===== src/rtl/fft_ctrl_pkg.sv =====
// Shared types and constants for the FFT input-side stream controller.
//   state_e : controller FSM states (IDLE, RUN, ERR)
//   tag_t   : framing tag that travels alongside each sample through the
//             datapath latency: {valid, sop, eop, par}
//   NPT_DEF, LOG2_NPT : default frame length and its counter width
package fft_ctrl_pkg;

  localparam int NPT_DEF  = 16;
  localparam int LOG2_NPT = $clog2(NPT_DEF);

  typedef enum logic [1:0] {
    S_IDLE = 2'd0,
    S_RUN  = 2'd1,
    S_ERR  = 2'd2
  } state_e;

  typedef struct packed {
    logic valid;
    logic sop;
    logic eop;
    logic par;   // frame parity, used to kill the tags of an aborted frame
  } tag_t;

endpackage


===== src/rtl/fft_tag_delay.sv =====
// DEPTH-deep shift register of framing tags that mirrors the datapath
// latency. A tag whose parity matches clr_par_i is dropped while clr_i is
// high, both for tags already in flight and for the tag entering that cycle.
// Ports:
//   clk, reset    : clock, asynchronous active-high reset
//   tag_i         : tag entering stage 0
//   clr_i         : kill tags whose parity equals clr_par_i
//   clr_par_i     : parity of the frame being killed
//   tag_o         : tag leaving the last stage
//   any_valid_o   : at least one stage holds a valid tag
module fft_tag_delay
  import fft_ctrl_pkg::*;
#(
  parameter int DEPTH = 24
) (
  input  logic clk,
  input  logic reset,
  input  tag_t tag_i,
  input  logic clr_i,
  input  logic clr_par_i,
  output tag_t tag_o,
  output logic any_valid_o
);

  tag_t stage_q [DEPTH];
  tag_t stage_d [DEPTH];

  // A killed tag is zeroed entirely so sop/eop never leak out unqualified.
  function automatic tag_t scrub(tag_t t, logic clr, logic p);
    scrub = t;
    if (clr && (t.par == p)) scrub = '0;
  endfunction

  // NOTE: every variable driven here gets a value before any condition is
  // evaluated, so no path leaves it holding its old value (no latch).
  always_comb begin
    any_valid_o = 1'b0;
    stage_d[0]  = scrub(tag_i, clr_i, clr_par_i);
    for (int i = 1; i < DEPTH; i++) begin
      stage_d[i] = scrub(stage_q[i-1], clr_i, clr_par_i);
    end
    for (int i = 0; i < DEPTH; i++) begin
      any_valid_o = any_valid_o | stage_q[i].valid;
    end
  end

  // NOTE: this array carries control (valid bits), not bulk data, so it must
  // be reset; a stale valid after reset would emit phantom output framing.
  // NOTE: sequential state uses non-blocking assignments so every stage
  // samples the pre-edge value of its neighbour.
  always_ff @(posedge clk or posedge reset) begin
    if (reset) begin
      for (int i = 0; i < DEPTH; i++) stage_q[i] <= '0;
    end else begin
      for (int i = 0; i < DEPTH; i++) stage_q[i] <= stage_d[i];
    end
  end

  assign tag_o = stage_q[DEPTH-1];

endmodule


===== src/rtl/fft_stream_ctrl.sv =====
// Input-side sequencer for the pipelined FFT datapath. Accepts a serial
// sample stream (valid/ready + sop), registers samples into the datapath,
// issues the combinational start pulse that aligns the remap/commutator
// counters to sample 0, and regenerates output framing through a
// latency-matched tag pipeline. Underrun or mid-frame resync aborts the
// frame and kills its in-flight tags.
// Ports:
//   clk, reset           : clock, asynchronous active-high reset
//   in_data/valid/sop    : sample stream in;  in_ready : accepted this cycle
//   dp_data/dp_valid     : registered sample to the datapath
//   dp_start             : combinational frame start to remap stages
//   out_valid/sop/eop    : framing for the datapath output word
//   frame_cnt            : completed input frames (wraps)
//   err_pulse, err_cnt   : abort indication and saturating abort count
//   busy                 : not idle, or framing tags still in flight
module fft_stream_ctrl
  import fft_ctrl_pkg::*;
#(
  parameter int NB       = 32,
  parameter int NPT      = NPT_DEF,
  parameter int PIPE_LAT = 24
) (
  input  logic          clk,
  input  logic          reset,
  input  logic [NB-1:0] in_data,
  input  logic          in_valid,
  input  logic          in_sop,
  output logic          in_ready,
  output logic [NB-1:0] dp_data,
  output logic          dp_valid,
  output logic          dp_start,
  output logic          out_valid,
  output logic          out_sop,
  output logic          out_eop,
  output logic [15:0]   frame_cnt,
  output logic          err_pulse,
  output logic [7:0]    err_cnt,
  output logic          busy
);

  localparam int            CW   = $clog2(NPT);
  localparam logic [CW-1:0] LAST = CW'(NPT - 1);

  state_e        state_q, state_d;
  logic [CW-1:0] cnt_q, cnt_d;
  logic          par_q, par_d;
  logic          ready_q;
  logic [NB-1:0] data_q;
  logic          dp_valid_q;
  logic [15:0]   frame_q, frame_d;
  logic          err_pulse_q;
  logic [7:0]    err_cnt_q, err_cnt_d;
  tag_t          tag_q, tag_d;
  tag_t          tag_out;
  logic          tags_live;

  logic          accept;
  logic          load;     // sample goes to the datapath this cycle
  logic          abort;
  logic [CW-1:0] idx;      // frame position of the sample being loaded

  assign accept = in_valid & in_ready;

  always_comb begin
    state_d   = state_q;
    cnt_d     = cnt_q;
    par_d     = par_q;
    load      = 1'b0;
    abort     = 1'b0;
    dp_start  = 1'b0;
    idx       = cnt_q;
    tag_d     = '0;
    frame_d   = frame_q;
    err_cnt_d = err_cnt_q;

    unique case (state_q)
      S_IDLE: begin
        // Non-sop samples in IDLE are accepted and silently dropped.
        if (accept && in_sop) begin
          dp_start = 1'b1;
          par_d    = ~par_q;
          idx      = '0;
          load     = 1'b1;
          state_d  = S_RUN;
        end
      end
      S_RUN: begin
        if (cnt_q == '0) begin
          // Frame boundary: a gap here is a clean return to IDLE.
          if (!in_valid) begin
            state_d = S_IDLE;
          end else if (in_sop) begin
            dp_start = 1'b1;
            par_d    = ~par_q;
            load     = 1'b1;
          end else begin
            abort = 1'b1;
          end
        end else begin
          if (!in_valid || in_sop) abort = 1'b1;
          else                     load  = 1'b1;
        end
      end
      S_ERR: state_d = S_IDLE;
      default: state_d = S_IDLE;
    endcase

    if (load) begin
      // NPT is a power of two, so the counter wraps to 0 on its own.
      cnt_d       = idx + CW'(1);
      tag_d.valid = 1'b1;
      tag_d.sop   = (idx == '0);
      tag_d.eop   = (idx == LAST);
      tag_d.par   = par_d;
      if (idx == LAST) frame_d = frame_q + 16'd1;
    end

    if (abort) begin
      cnt_d   = '0;
      state_d = S_ERR;
      if (err_cnt_q != 8'hFF) err_cnt_d = err_cnt_q + 8'd1;
    end
  end

  always_ff @(posedge clk or posedge reset) begin
    if (reset) begin
      state_q     <= S_IDLE;
      cnt_q       <= '0;
      par_q       <= 1'b0;
      ready_q     <= 1'b0;
      data_q      <= '0;
      dp_valid_q  <= 1'b0;
      tag_q       <= '0;
      frame_q     <= '0;
      err_pulse_q <= 1'b0;
      err_cnt_q   <= '0;
    end else begin
      state_q     <= state_d;
      cnt_q       <= cnt_d;
      par_q       <= par_d;
      // Ready is low during reset and for the single ERR cycle only.
      ready_q     <= (state_d != S_ERR);
      if (load) data_q <= in_data;
      dp_valid_q  <= load;
      tag_q       <= tag_d;
      frame_q     <= frame_d;
      err_pulse_q <= abort;
      err_cnt_q   <= err_cnt_d;
    end
  end

  // tag_q sits alongside dp_valid, so PIPE_LAT further stages put the tag at
  // the output exactly PIPE_LAT cycles after dp_valid. tag_q is the tag
  // "entering" the pipeline and is scrubbed together with the stages.
  fft_tag_delay #(.DEPTH(PIPE_LAT)) u_tag_delay (
    .clk         (clk),
    .reset       (reset),
    .tag_i       (tag_q),
    .clr_i       (abort),
    .clr_par_i   (par_q),
    .tag_o       (tag_out),
    .any_valid_o (tags_live)
  );

  assign in_ready  = ready_q;
  assign dp_data   = data_q;
  assign dp_valid  = dp_valid_q;
  assign out_valid = tag_out.valid;
  assign out_sop   = tag_out.sop;
  assign out_eop   = tag_out.eop;
  assign frame_cnt = frame_q;
  assign err_pulse = err_pulse_q;
  assign err_cnt   = err_cnt_q;
  assign busy      = (state_q != S_IDLE) | tag_q.valid | tags_live;

endmodule


===== config.mk =====
export PLATFORM = sky130hd
export DESIGN_NAME = fft_stream_ctrl
export DESIGN_NICKNAME = d
export VERILOG_FILES = /design/src/rtl/fft_ctrl_pkg.sv /design/src/rtl/fft_tag_delay.sv /design/src/rtl/fft_stream_ctrl.sv
export SDC_FILE = /design/constraint.sdc
export NUM_CORES = 1
export LEC_CHECK = 0
export ABC_CLOCK_PERIOD_IN_PS = 5200
export BUFFER_PORTS_ARGS = -buffer_cell sky130_fd_sc_hd__buf_4
export CORE_MARGIN = 4
export CORE_UTILIZATION = 45
export DETAILED_ROUTE_END_ITERATION = 8
export HOLD_SLACK_MARGIN = 0.12
export PLACE_DENSITY = 0.7
export SETUP_SLACK_MARGIN = 0.3
export SLEW_MARGIN = 20
export SYNTH_ARGS = -nofsm -noshare
export SYNTH_HDL_FRONTEND = slang
export SYNTH_SLANG_ARGS = --single-unit

===== constraint.sdc =====
create_clock -name clk -period 5.2 [get_ports clk]
set_input_delay 0 -clock clk [delete_from_list [all_inputs] [get_ports clk]]
set_output_delay 0 -clock clk [all_outputs]
set_load 0.03 [all_outputs]

==> results of run 1 <==
## worst max-delay path by stage
stage,startpoint,to,slack (ns),cells past startpoint
finish,cnt_q[0],dp_start,2.72,5
global route,cnt_q[0],dp_start,2.62,5
CTS,cnt_q[0],dp_start,2.77,5
detailed placement,state_q[1],frame_cnt[7],3.03,9
global placement,cnt_q[0],u_tag_delay.stage_q[20],3.11,4
floorplan,reset,cnt_q[0],0.77,1
## logic make-up (layout without fill, tap and decap cells)
logic type | count (synthesis) | in the layout
AND/OR/NAND/NOR | 194 | 194
flip-flops | 164 | 164
XOR/XNOR | 47 | 47
multiplexers | 36 | 36
buffers and inverters | 27 | 180
AO/OA/AOI/OAI | 10 | 10
adder cells (fa/ha/maj) | 4 | 4
## state kept, by name (all words and copies together) (netlist names)
register             count
cnt_q                    4
frame_cnt               16
state_q                  2
dp_valid                 1
u_tag_delay.tag_o        3
err_pulse                1
tag_q                    3
in_ready                 1
u_tag_delay.stage_q     92
err_cnt                  8
par_q                    1
dp_data                 32
## area by class of cell
class	instances	area share
Sequential cell	164	0.4958
Multi-Input combinational cell	291	0.2577
Timing Repair Buffer	138	0.1357
Clock buffer	19	0.05351
Tap cell	180	0.02721
Clock inverter	13	0.02494
Inverter	10	0.005139
## timing repair
action                                 CTS  global route
hold buffers                            35             0
endpoints found under the hold margin  138             0
setup endpoints to repair                0             0
## worst register-to-register path, stage by stage, from the launching register on
cell,delay (ns)
dfrtp_1,0.41
nor2_1,0.08
nand4_1,0.16
nand2_1,0.11
inv_1,0.09
ha_1,0.21
nand3_1,0.13
nor3_1,0.55
and4_1,0.29
xor2_1,0.14
## power by group through the flow
stage	logic (uW)	clock network [uW]	registers [uW]
3_5_place_dp	1550	0	1880
4_1_cts	1580	1390	1870
3_3_place_gp	1520	0	1870
6_report	1570	1370	1870
5_1_grt	1700	1440	1920
2_1_floorplan	792	0	2140
## layout by cell type (no fill, tap or decap), types with 2 or more instances in the layout
master	instances
and4_1	5
clkinvlp_4	5
a31oi_1	2
and3_1	8
buf_4	103
nor3_1	4
dfrtp_1	164
dlygate4sd3_1	35
inv_1	9
mux2_2	31
nand2_1	12
a211oi_1	2
mux2_1	4
nand4_1	13
nor2_1	8
ha_1	4
xnor2_1	42
bufinv_16	5
nand3_1	32
nor4_1	7
clkinv_2	2
and2_1	96
xor2_1	4
nor2b_1	2
clkbuf_16	17
o21ai_0	2
## per-stage QoR
step / cells / area [um2] / hold slack, ns / worst slack [ns]
after floorplan: 482 / 6354 / 0.1317 / 0.7667
after global placement: 748 / 7278 / 0.2128 / 3.106
after detailed placement: 748 / 7278 / 0.2175 / 3.028
after CTS: 815 / 8278 / 0.1476 / 2.767
after global routing: 815 / 8278 / 0.2187 / 2.622
final: 815 / 8278 / 0.1794 / 2.723
## per-layer routing
layer  vias to the layer above  wire [um]
li1                       1884          -
met1                      2059       5538
met2                       107       6051
met3                        14        743
met4                         0        163
met5                         -          0
==> summary.md, run 1 <==
| Metric | Value |
|---|---|
| Met2 Use GR | `0.2593` |
| Mux contribution to synthesized area | `0.06558` |
| Largest net degree at the start of global routing | `107` |
| CP Launch Type | `flop` |
| Reg2reg setup slack | `2.96 ns` |
| R2R depth | `9` |
| Crit Path Category | `flop to primary output` |
| Final Critical Period | `2.477 ns` |
| Register share of total power | `0.389` |
| Synth Area in Adders | `0.007877` |
| Grt ovf | `0` |
| Peak VDD IR | `0.3737 mV` |
| RePlAce Congestion | `0.7824` |
| Clock Power Share | `0.284` |
| Final Skew | `0.008867 ns` |
| Max Cap Violations | `0` |
| Worst endpoint required time | `5.20 ns` |
| Most Used Layer, Global Route | `met2` |
| Register area | `4104 um2` |
| CP Max Fanout | `5` |
| Post-synth EDFFs | `0` |
| Sw power | `1619 uW` |
| Yosys cell types | `35` |
| Hold WC Path Type | `primary input to flop` |
| Drt initial violations | `257` |
| Port buffer count | `99` |
| Status | `complete, no violations` |
| WHS Path Cells | `4` |
| Post-Synthesis Cells | `482` |
| Register area share after synthesis | `0.6459` |
| Largest family of logic cells by synthesized area | `simple AND/OR/NAND/NOR gates` |
| GR Util met1 | `0.2065` |
| Power density over the cells | `580.9 nW/um2` |
| Post-route ant nets | `0` |
| Number of core rows | `43` |
| Fin. max-slew vios | `0` |
| DR DRC count | `0` |
| HPWL Detailed | `7839 um` |
| GRT Util Overall | `0.1627` |
| GR Util met3 | `0.05937` |
| Die width | `126.8 um` |
| Worst setup EP type | `primary output` |
| Wirelength per Cell | `15.33 um` |
| Initial antenna violation count | `0` |
| Worst path cell trace | `nor4_4, nand4_1, dlygate4sd3_1, nand2_1, buf_4` |
| Die area | `16080 um2` |
| Worst skew pair latency | `0.42 ns` |
| Critical path's slowest cell | `dlygate4sd3_1` |
| Hold Vio Cnt, Final | `0` |
| Setup TNS | `0 ns` |
| Layout cells sized above 1 | `0.2709` |
| CTS tree | `built` |
| Post-Syn Area per Cell | `13.18 um2` |
| Reg2reg start | `state_q[0]` |
| Die Y | `126.8 um` |
| Root Buffer | `clkbuf_16` |
| Synth top area cells | `dfrtp_1, and2_1, xnor2_1, mux2_2, nand3_1` |
| Vias per std cell | `4.987` |
| Area share of the leading cell type in the synthesized netlist | `0.6459` |
| Postcts setup bufs | `0` |
| Hold Path Origin | `in_sop` |
| Async S/R FF share, synth | `1.000` |
| # diodes | `0` |
| Multi-input gate area | `2133 um2` |
| Worst-Margin Slew | `0.9220 ns` |
| Vias in the first global route | `4375` |
| P_int | `3190 uW` |
| Combinational fraction of design power | `0.326` |
| Num CTS Buffers | `17` |
| Simple-Gate Fraction of Synth Area | `0.1841` |
| Clk slew on worst S/H paths | `0.06 ns` |
| LEAKAGE | `0.003968 uW` |
| Post-synthesis net count | `522` |
| Number of synthesis warnings | `0` |
| Post-Route WL | `12500 um` |
| RR Endpoint | `frame_cnt[7]` |
| Biggest area consumer among synthesized cells | `dfrtp_1` |
| Count leader, synth | `dfrtp_1` |
| Total Power | `4809 uW` |
| Final Cycle Share | `0.4764` |
| Post-synth top cells | `dfrtp_1, and2_1, xnor2_1` |
| # fillers | `1065` |
| Nets | `662` |
| Unrepaired setup endpoints after global routing | `no` |
| Fmax | `0.4037 GHz` |
| Post-synth top flop | `dfrtp_1` |
| Synth-to-Final Area Change | `30.29%` |
| Area of the mapped netlist | `6354 um2` |
| Initial cell density of the core | `0.4577` |
| Worst hold endpoint | `par_q` |
| Drt first pass iters | `4` |
| Post-synthesis compound-gate area fraction | `0.01182` |
| Clock sink count | `164` |
| Core Footprint | `13880 um2` |
| CP max stage delay | `0.60 ns` |
| Relative slew slack | `0.3854` |
| Register bit count reported by yosys | `164` |
| Xor and xnor area share after synthesis | `0.06479` |
| Largest delay share family, worst path | `simple AND/OR/NAND/NOR gates` |
| Sum of buffers and inverters on the critical path | `2` |
| Switch share | `0.3366` |
| Setup Viol. Count Final | `0` |
| Via count | `4064` |
| WP data arrival | `2.48 ns` |
| Io pins | `100` |
| CTS H-tree depth | `4` |
| Layout Utilization | `0.5964` |
| Clock Path Buffers | `2` |
| First-pass GRT wire length | `21090 um` |
| Post-CTS sizing | `0` |
(Power assumes the default switching activity.)
==> run 2: changes to the inputs <==
--- a/config.mk
+++ b/config.mk
@@ -5,13 +5,14 @@
 export SDC_FILE = /design/constraint.sdc
 export NUM_CORES = 1
 export LEC_CHECK = 0
-export ABC_CLOCK_PERIOD_IN_PS = 5200
+export ABC_AREA = 1
+export ABC_CLOCK_PERIOD_IN_PS = 2400
 export BUFFER_PORTS_ARGS = -buffer_cell sky130_fd_sc_hd__buf_4
 export CORE_MARGIN = 4
 export CORE_UTILIZATION = 45
 export DETAILED_ROUTE_END_ITERATION = 8
 export HOLD_SLACK_MARGIN = 0.12
-export PLACE_DENSITY = 0.7
+export PLACE_DENSITY = 0.69
 export SETUP_SLACK_MARGIN = 0.3
 export SLEW_MARGIN = 20
 export SYNTH_ARGS = -nofsm -noshare
==> constraint.sdc (replaced) <==
create_clock -name clk -period 2.4 [get_ports clk]
set_input_delay 0 -clock clk [delete_from_list [all_inputs] [get_ports clk]]
set_output_delay 0 -clock clk [all_outputs]
set_load 0.03 [all_outputs]
==> run 2 against run 1 <==
  * Critical path depth rose by 7
  * Clock skew is 0.00068 ns lower
  * Hold slack improved by 0.0092 ns
  * Global-route usage rose by 0.62 points
  * Combinational power grew 110%
  * Sequential share of layout area down 2.8 points
  * Highest routed layer unchanged
==> summary.md, run 2 <==
| Metric | Value |
|---|---|
| Status | `complete, no violations` |
| DR DRC count | `0 (unchanged)` |
| Setup TNS | `0 ns (unchanged)` |
| Peak VDD IR | `0.6473 mV (+73%)` |
| Setup Viol. Count Final | `0 (unchanged)` |
| Dpl ws | `0.4778 ns (-2.550 ns)` |
| Initial cell density of the core | `0.4655 (+0.007760)` |
| CTS H-tree depth | `4 (unchanged)` |
| Worst setup EP type | `flop` |
| WHS Path Cells | `7 (+3)` |
| Drt first pass iters | `4 (unchanged)` |
| Most common cell after layout, fill and taps aside | `nand2_1` |
| Grt ovf | `0 (unchanged)` |
| Worst path cell trace | `dlygate4sd3_1, buf_4, nand2_1, dlygate4sd3_1, inv_1, nand2_1, nand3_2, buf_4, nand2_8, nor2_4, nand2_1, nand2_1` |
| Reg2reg start | `state_q[1]` |
| CP Max Fanout | `36 (+31)` |
| Io pins | `100 (unchanged)` |
| LEAKAGE | `0.004638 uW (+17%)` |
| Wirelength per Cell | `12.34 um (-20%)` |
| Die width | `131.5 um (+3.7%)` |
| Post-Synthesis Cells | `771 (+60%)` |
| Area of the mapped netlist | `6868 um2 (+8.1%)` |
| Post-synth EDFFs | `0 (unchanged)` |
| Biggest area consumer among synthesized cells | `dfrtp_1` |
| Register area share after synthesis | `0.5976 (-0.04836)` |
| HPWL Detailed | `9014 um (+15%)` |
| Hold Vio Cnt, Final | `0 (unchanged)` |
| First-pass GRT wire length | `24020 um (+14%)` |
| Worst hold endpoint | `tag_q[2]` |
| Final Skew | `0.008190 ns (-0.0006767 ns)` |
| Final Critical Period | `1.912 ns` |
| Largest net degree at the start of global routing | `118 (+10%)` |
| Worst skew pair latency | `0.42 ns (about the same)` |
| Max Cap Violations | `0 (unchanged)` |
| Initial antenna violation count | `0 (unchanged)` |
| Fmax | `0.5230 GHz` |
| R2R depth | `10 (+1)` |
| Number of core rows | `44 (+2.3%)` |
| Placed cell area | `7802 um2 (+7.2%)` |
| Clock Path Buffers | `2 (unchanged)` |
| Yosys cell types | `29 (-17%)` |
| # diodes | `0 (unchanged)` |
| Synth top area cells | `dfrtp_1, nand2_1, nor2_1, inv_1, xor2_1` |
| WHS | `0.1886 ns (+0.009153 ns)` |
| Synth-to-Final Area Change | `27.71%` |
| Register bit count reported by yosys | `164 (unchanged)` |
| Most flops, register | `u_tag_delay.stage_q` |
| Layout cells sized above 1 | `0.1806 (-0.09022)` |
| Clk slew on worst S/H paths | `0.06 ns (about the same)` |
| Root Buffer | `clkbuf_16` |
| Count leader, synth | `nand2_1` |
| Drt initial violations | `261 (+1.6%)` |
| RePlAce Congestion | `0.8101 (+3.5%)` |
| Reg2reg setup slack | `0.56 ns (-2.40 ns)` |
| Commonest non-fill, non-tap cells in the layout | `nand2_1, dfrtp_1, nor2_1` |
| Post-synthesis net count | `811 (+55%)` |
| Largest delay share family, worst path | `buffers and inverters` |
| Crit Path Category | `primary input to flop` |
| Vias in the first global route | `5167 (+18%)` |
| Async S/R FF share, synth | `1.000 (unchanged)` |
| Relative slew slack | `0.5860 (+0.2006)` |
| Post-Syn Area per Cell | `8.908 um2 (-32%)` |
| Num CTS Buffers | `17 (unchanged)` |
| Worst endpoint required time | `2.75 ns (-2.45 ns)` |
| Sum of buffers and inverters on the critical path | `5 (+3)` |
| WP data arrival | `2.27 ns (-0.21 ns)` |
| Post-synth top flop | `dfrtp_1` |
| Vias per std cell | `4.552 (-8.7%)` |
| Power density over the cells | `1153 nW/um2 (+98%)` |
| Hold WC Path Type | `primary input to flop` |
| Worst-Margin Slew | `0.6210 ns (-0.3009 ns)` |
| Die area | `17300 um2 (+7.6%)` |
| Via count | `5071 (+25%)` |
| Multi-input gate area | `2155 um2 (+1.0%)` |
| Die Y | `131.5 um (+3.7%)` |
| Max reg flops | `92 (unchanged)` |
| Most frequent CP cell | `nand2_1` |
| Placed Cells | `1046 (+40%)` |
| Nets | `957 (+45%)` |
| Hold Path Origin | `in_sop` |
| Clock sink count | `164 (unchanged)` |
| RR Endpoint | `frame_cnt[0]` |
| Post-Route WL | `13750 um (+10%)` |
| Post-layout instance area | `8771 um2 (+6.0%)` |
| Final Cycle Share | `0.7967` |
| Core Footprint | `14750 um2 (+6.3%)` |
| GRT Util Overall | `0.1690 (+0.006218)` |
| Final Non-Filler Cells | `1114 (+37%)` |
| Unrepaired setup endpoints after global routing | `no` |
| Post-synth top cells | `nand2_1, dfrtp_1, nor2_1` |
| Number of synthesis warnings | `0 (unchanged)` |
| CP Launch Type | `primary input` |
| Critical path's slowest cell | `dlygate4sd3_1` |
| CP max stage delay | `0.55 ns (-0.05 ns)` |
| Fin. max-slew vios | `0 (unchanged)` |
| # fillers | `1284 (+21%)` |
| Register area | `4104 um2 (unchanged)` |
| Area share of the leading cell type in the synthesized netlist | `0.5976 (-0.04836)` |
| Post-route ant nets | `0 (unchanged)` |
| Port buffer count | `99 (unchanged)` |
| CTS tree | `built` |
| Final WS setup | `0.4879 ns (-2.235 ns)` |
## run 2: timing repair
action                     in CTS  in global routing
hold endpoints to repair      197                  0
setup endpoints to repair       0                 15
setup buffers                   0                  0
hold buffers                   36                  0
resized for setup               0                  2
## run 2: worst max-delay path by stage
stage	from	to	slack [ns]	cells past startpoint
after detailed placement	state_q[1]	frame_cnt[2]	0.48	10
after floorplan	reset	cnt_q[0]	0.32	1
after global routing	in_valid	frame_cnt[13]	0.34	12
final	in_valid	frame_cnt[15]	0.49	12
after global placement	state_q[1]	frame_cnt[14]	0.55	10
after CTS	in_valid	frame_cnt[14]	0.38	12
## run 2: power by group
part	leakage, uW	switching (uW)	internal, uW	total, uW
combinational	0.00214	2130	1210	3350
clock	0.000290	1020	1680	2700
sequential	0.00221	499	3560	4060
total	0.00464	3660	6460	10100
## run 2: worst min-delay path: cells and delay by family
kind / cells / cell delay (ns)
simple gates: 3 / 0.23
buf+inv: 3 / 0.25
compound gates: 1 / 0.09
## run 2: cell type report
class / instances / share of cell area
timing repair buffer: 143 / 0.1355
multi-input combinational: 459 / 0.2456
sequential: 164 / 0.4679
clock inverter: 10 / 0.01484
tap: 184 / 0.02625
inverter: 132 / 0.05692
clock buffer: 22 / 0.05292
## run 2: cells by family after synthesis
kind of cell	synth area share
DFF	0.5976
AOI/OAI and AO/OA	0.008926
adders and majority gates	0.007288
xor gates and xnor gates	0.04463
buffers and inverters	0.09073
and+or+nand+nor	0.2509
## run 2: through the flow
step                power [uW]    util
finish                   10110  0.5945
global route             10810  0.5945
CTS                      10220  0.5935
detailed placement        7399  0.5288
global placement          7324  0.5288
floorplan                 6379       -
## run 2: per-layer routing
| metal | track usage | part of all wire | vias up |
|---|---|---|---|
| li1 | - | - | 2581 |
| met2 | 0.2799 | 0.49 | 102 |
| met5 | 0 | 0 | - |
| met3 | 0.04434 | 0.048 | 15 |
| met4 | 0.05251 | 0.0081 | 0 |
| met1 | 0.2190 | 0.45 | 2373 |
==> run 3: changes to the inputs <==
--- a/config.mk
+++ b/config.mk
@@ -6,13 +6,13 @@
 export NUM_CORES = 1
 export LEC_CHECK = 0
 export ABC_AREA = 1
-export ABC_CLOCK_PERIOD_IN_PS = 2400
+export ABC_CLOCK_PERIOD_IN_PS = 1700
 export BUFFER_PORTS_ARGS = -buffer_cell sky130_fd_sc_hd__buf_4
 export CORE_MARGIN = 4
 export CORE_UTILIZATION = 45
 export DETAILED_ROUTE_END_ITERATION = 8
 export HOLD_SLACK_MARGIN = 0.12
-export PLACE_DENSITY = 0.69
+export PLACE_DENSITY = 0.72
 export SETUP_SLACK_MARGIN = 0.3
 export SLEW_MARGIN = 20
 export SYNTH_ARGS = -nofsm -noshare
==> constraint.sdc (replaced) <==
create_clock -name clk -period 1.7 [get_ports clk]
set_input_delay 0 -clock clk [delete_from_list [all_inputs] [get_ports clk]]
set_output_delay 0 -clock clk [all_outputs]
set_load 0.03 [all_outputs]
==> run 3 against run 2 <==
  * Hold slack better by 0.0075 ns
  * Critical path depth shrank 1
  * Via count rose by 15%
  * Register-to-register slack lost 0.52 ns
  * Worst setup slack lost 0.45 ns
  * Sequential cell count unchanged
  * Non-clock buffer count is 43 higher
  * Highest routed layer unchanged
==> summary.md, run 3 (synthesis results as in run 2) <==
| Metric | Value |
|---|---|
| Status | `complete, no violations` |
| Unrepaired setup endpoints after global routing | `yes` |
| Sw power | `7169 uW (+96%)` |
| Clk slew on worst S/H paths | `0.07 ns (about the same)` |
| Final Critical Period | `1.664 ns` |
| Most flops, register | `u_tag_delay.stage_q` |
| Worst-Margin Slew | `0.6809 ns (+0.05985 ns)` |
| Max reg flops | `92 (unchanged)` |
| Hold Vio Cnt, Final | `0 (unchanged)` |
| Number of core rows | `44 (unchanged)` |
| Total Power | `17770 uW (+76%)` |
| Largest net degree at the start of global routing | `132 (+12%)` |
| Initial cell density of the core | `0.4655 (unchanged)` |
| LEAKAGE | `0.005080 uW (+9.5%)` |
| Layout cells sized above 1 | `0.3846 (+0.2040)` |
| Initial antenna violation count | `0 (unchanged)` |
| Root Buffer | `clkbuf_16` |
| Fin. max-slew vios | `0 (unchanged)` |
| Relative slew slack | `0.5461 (-0.03990)` |
| Peak VDD IR | `1.083 mV (+67%)` |
| Final Skew | `0.01024 ns (+0.002054 ns)` |
| HPWL Detailed | `9547 um (+5.9%)` |
| Synth-to-Final Area Change | `49.79%` |
| Grt ovf | `0 (unchanged)` |
| Die area | `17300 um2 (unchanged)` |
| Clock Power Share | `0.234 (-0.033)` |
| Core Footprint | `14750 um2 (unchanged)` |
| First-pass GRT wire length | `28080 um (+17%)` |
| Commonest non-fill, non-tap cells in the layout | `dfrtp_1, inv_1, buf_4` |
| Register area | `4106 um2 (about the same)` |
| CTS H-tree depth | `4 (unchanged)` |
| Port buffer count | `99 (unchanged)` |
| # diodes | `0 (unchanged)` |
| DR DRC count | `0 (unchanged)` |
| Wirelength per Cell | `17.20 um (+39%)` |
| Register share of total power | `0.335 (-0.067)` |
| Vias in the first global route | `5834 (+13%)` |
| # fillers | `970 (-24%)` |
| Setup Viol. Count Final | `0 (unchanged)` |
| Drt first pass iters | `5 (+1)` |
| Multi-input gate area | `2993 um2 (+39%)` |
| Hold WC Path Type | `primary input to flop` |
| Post-route ant nets | `0 (unchanged)` |
| Power density over the cells | `1727 nW/um2 (+50%)` |
| Max Cap Violations | `0 (unchanged)` |
| Switch share | `0.4035 (+0.04197)` |
| Nets | `1002 (+4.7%)` |
| Post-Route WL | `19940 um (+45%)` |
| GRT Util Overall | `0.2011 (+0.03210)` |
| Drt initial violations | `384 (+47%)` |
| Clock sink count | `164 (unchanged)` |
| WHS | `0.1961 ns (+0.007539 ns)` |
| Worst setup EP type | `flop` |
| Final Cycle Share | `0.9788` |
| Most common cell after layout, fill and taps aside | `dfrtp_1` |
| Combinational fraction of design power | `0.430 (+0.099)` |
| Io pins | `100 (unchanged)` |
| Fmax | `0.6010 GHz` |
| Vias per std cell | `5.033 (+11%)` |
| Setup TNS | `0 ns (unchanged)` |
| Via count | `5833 (+15%)` |
| Crit Path Category | `flop to flop` |
| RePlAce Congestion | `0.8591 (+6.0%)` |
| P_int | `10600 uW (+64%)` |
| Clock Path Buffers | `2 (unchanged)` |
| CTS tree | `built` |
| CP Launch Type | `flop` |
| Die Y | `131.5 um (unchanged)` |
| Worst endpoint required time | `2.07 ns (-0.68 ns)` |
| CP Max Fanout | `8 (-78%)` |
| WP data arrival | `2.03 ns (-0.24 ns)` |
| Die width | `131.5 um (unchanged)` |
| Num CTS Buffers | `17 (unchanged)` |
| Worst skew pair latency | `0.43 ns (about the same)` |
run 3: area by class of cell:
type                    count  area share
clock buffers              18     0.04269
well taps                 184     0.02238
clock inverters            14     0.01946
inverters                 132     0.05072
flip-flops and latches    164      0.3992
multi-input cells         461      0.2909
repair buffers            186      0.1747
run 3: repair_timing:
action	CTS	global route
buffers inserted	15	8
endpoints found under the setup margin	157	164
endpoints found under the hold margin	196	0
gates cloned	7	1
hold buffers	34	0
pin swaps	26	28
resized for setup	158	120
run 3: final timing paths:
kind | start | endpoint | slack [ns] | depth (start not counted)
max in group asynchronous | reset | cnt_q[3] | 0.80 | 4
worst min register to register | u_tag_delay.stage_q[37] | u_tag_delay.stage_q[33] | 0.47 | 2
min in group asynchronous | reset | dp_data[16] | 0.29 | 4
worst max-delay path | state_q[0] | frame_cnt[7] | 0.04 | 11
worst min-delay path | in_valid | state_q[0] | 0.20 | 5
worst max register to register | state_q[0] | frame_cnt[7] | 0.04 | 11
run 3: per-layer routing:
layer,global-route usage,vias up,wire (um)
met3,0.04511,59,991
li1,-,2682,-
met4,0.08343,0,753
met1,0.2402,2877,7398
met2,0.3519,215,10790
met5,0,-,0
run 3: power groups by stage:
stage / Sequential [uW] / Clock, uW / Combinational (uW)
finish: 5960 / 4160 / 7640
global route: 6060 / 4390 / 8110
CTS: 5760 / 4190 / 6580
detailed placement: 5730 / 0 / 4900
global placement: 5690 / 0 / 4790
floorplan: 6440 / 0 / 2570
run 3: per-stage QoR:
stage	util	instance area, um2	cells	setup slack [ns]
3_3_place_gp	0.5375	7930	1062	0.05613
4_1_cts	0.6646	9806	1150	0.09099
3_5_place_dp	0.5375	7930	1062	-0.05976
2_1_floorplan	-	6879	771	-0.3848
6_report	0.6973	10290	1159	0.03607
5_1_grt	0.6973	10290	1159	-0.05888
run 3: worst max-delay path: stages, from the launching register on:
cell and delay (ns):
dfrtp_1 0.44, nor2_4 0.17, nand3_4 0.10, inv_4 0.10, nor2_4 0.05, ha_4 0.18, nand4_4 0.08, clkinv_4 0.10
buf_8 0.15, nand2_8 0.10, nand2_2 0.06, nand2_1 0.07
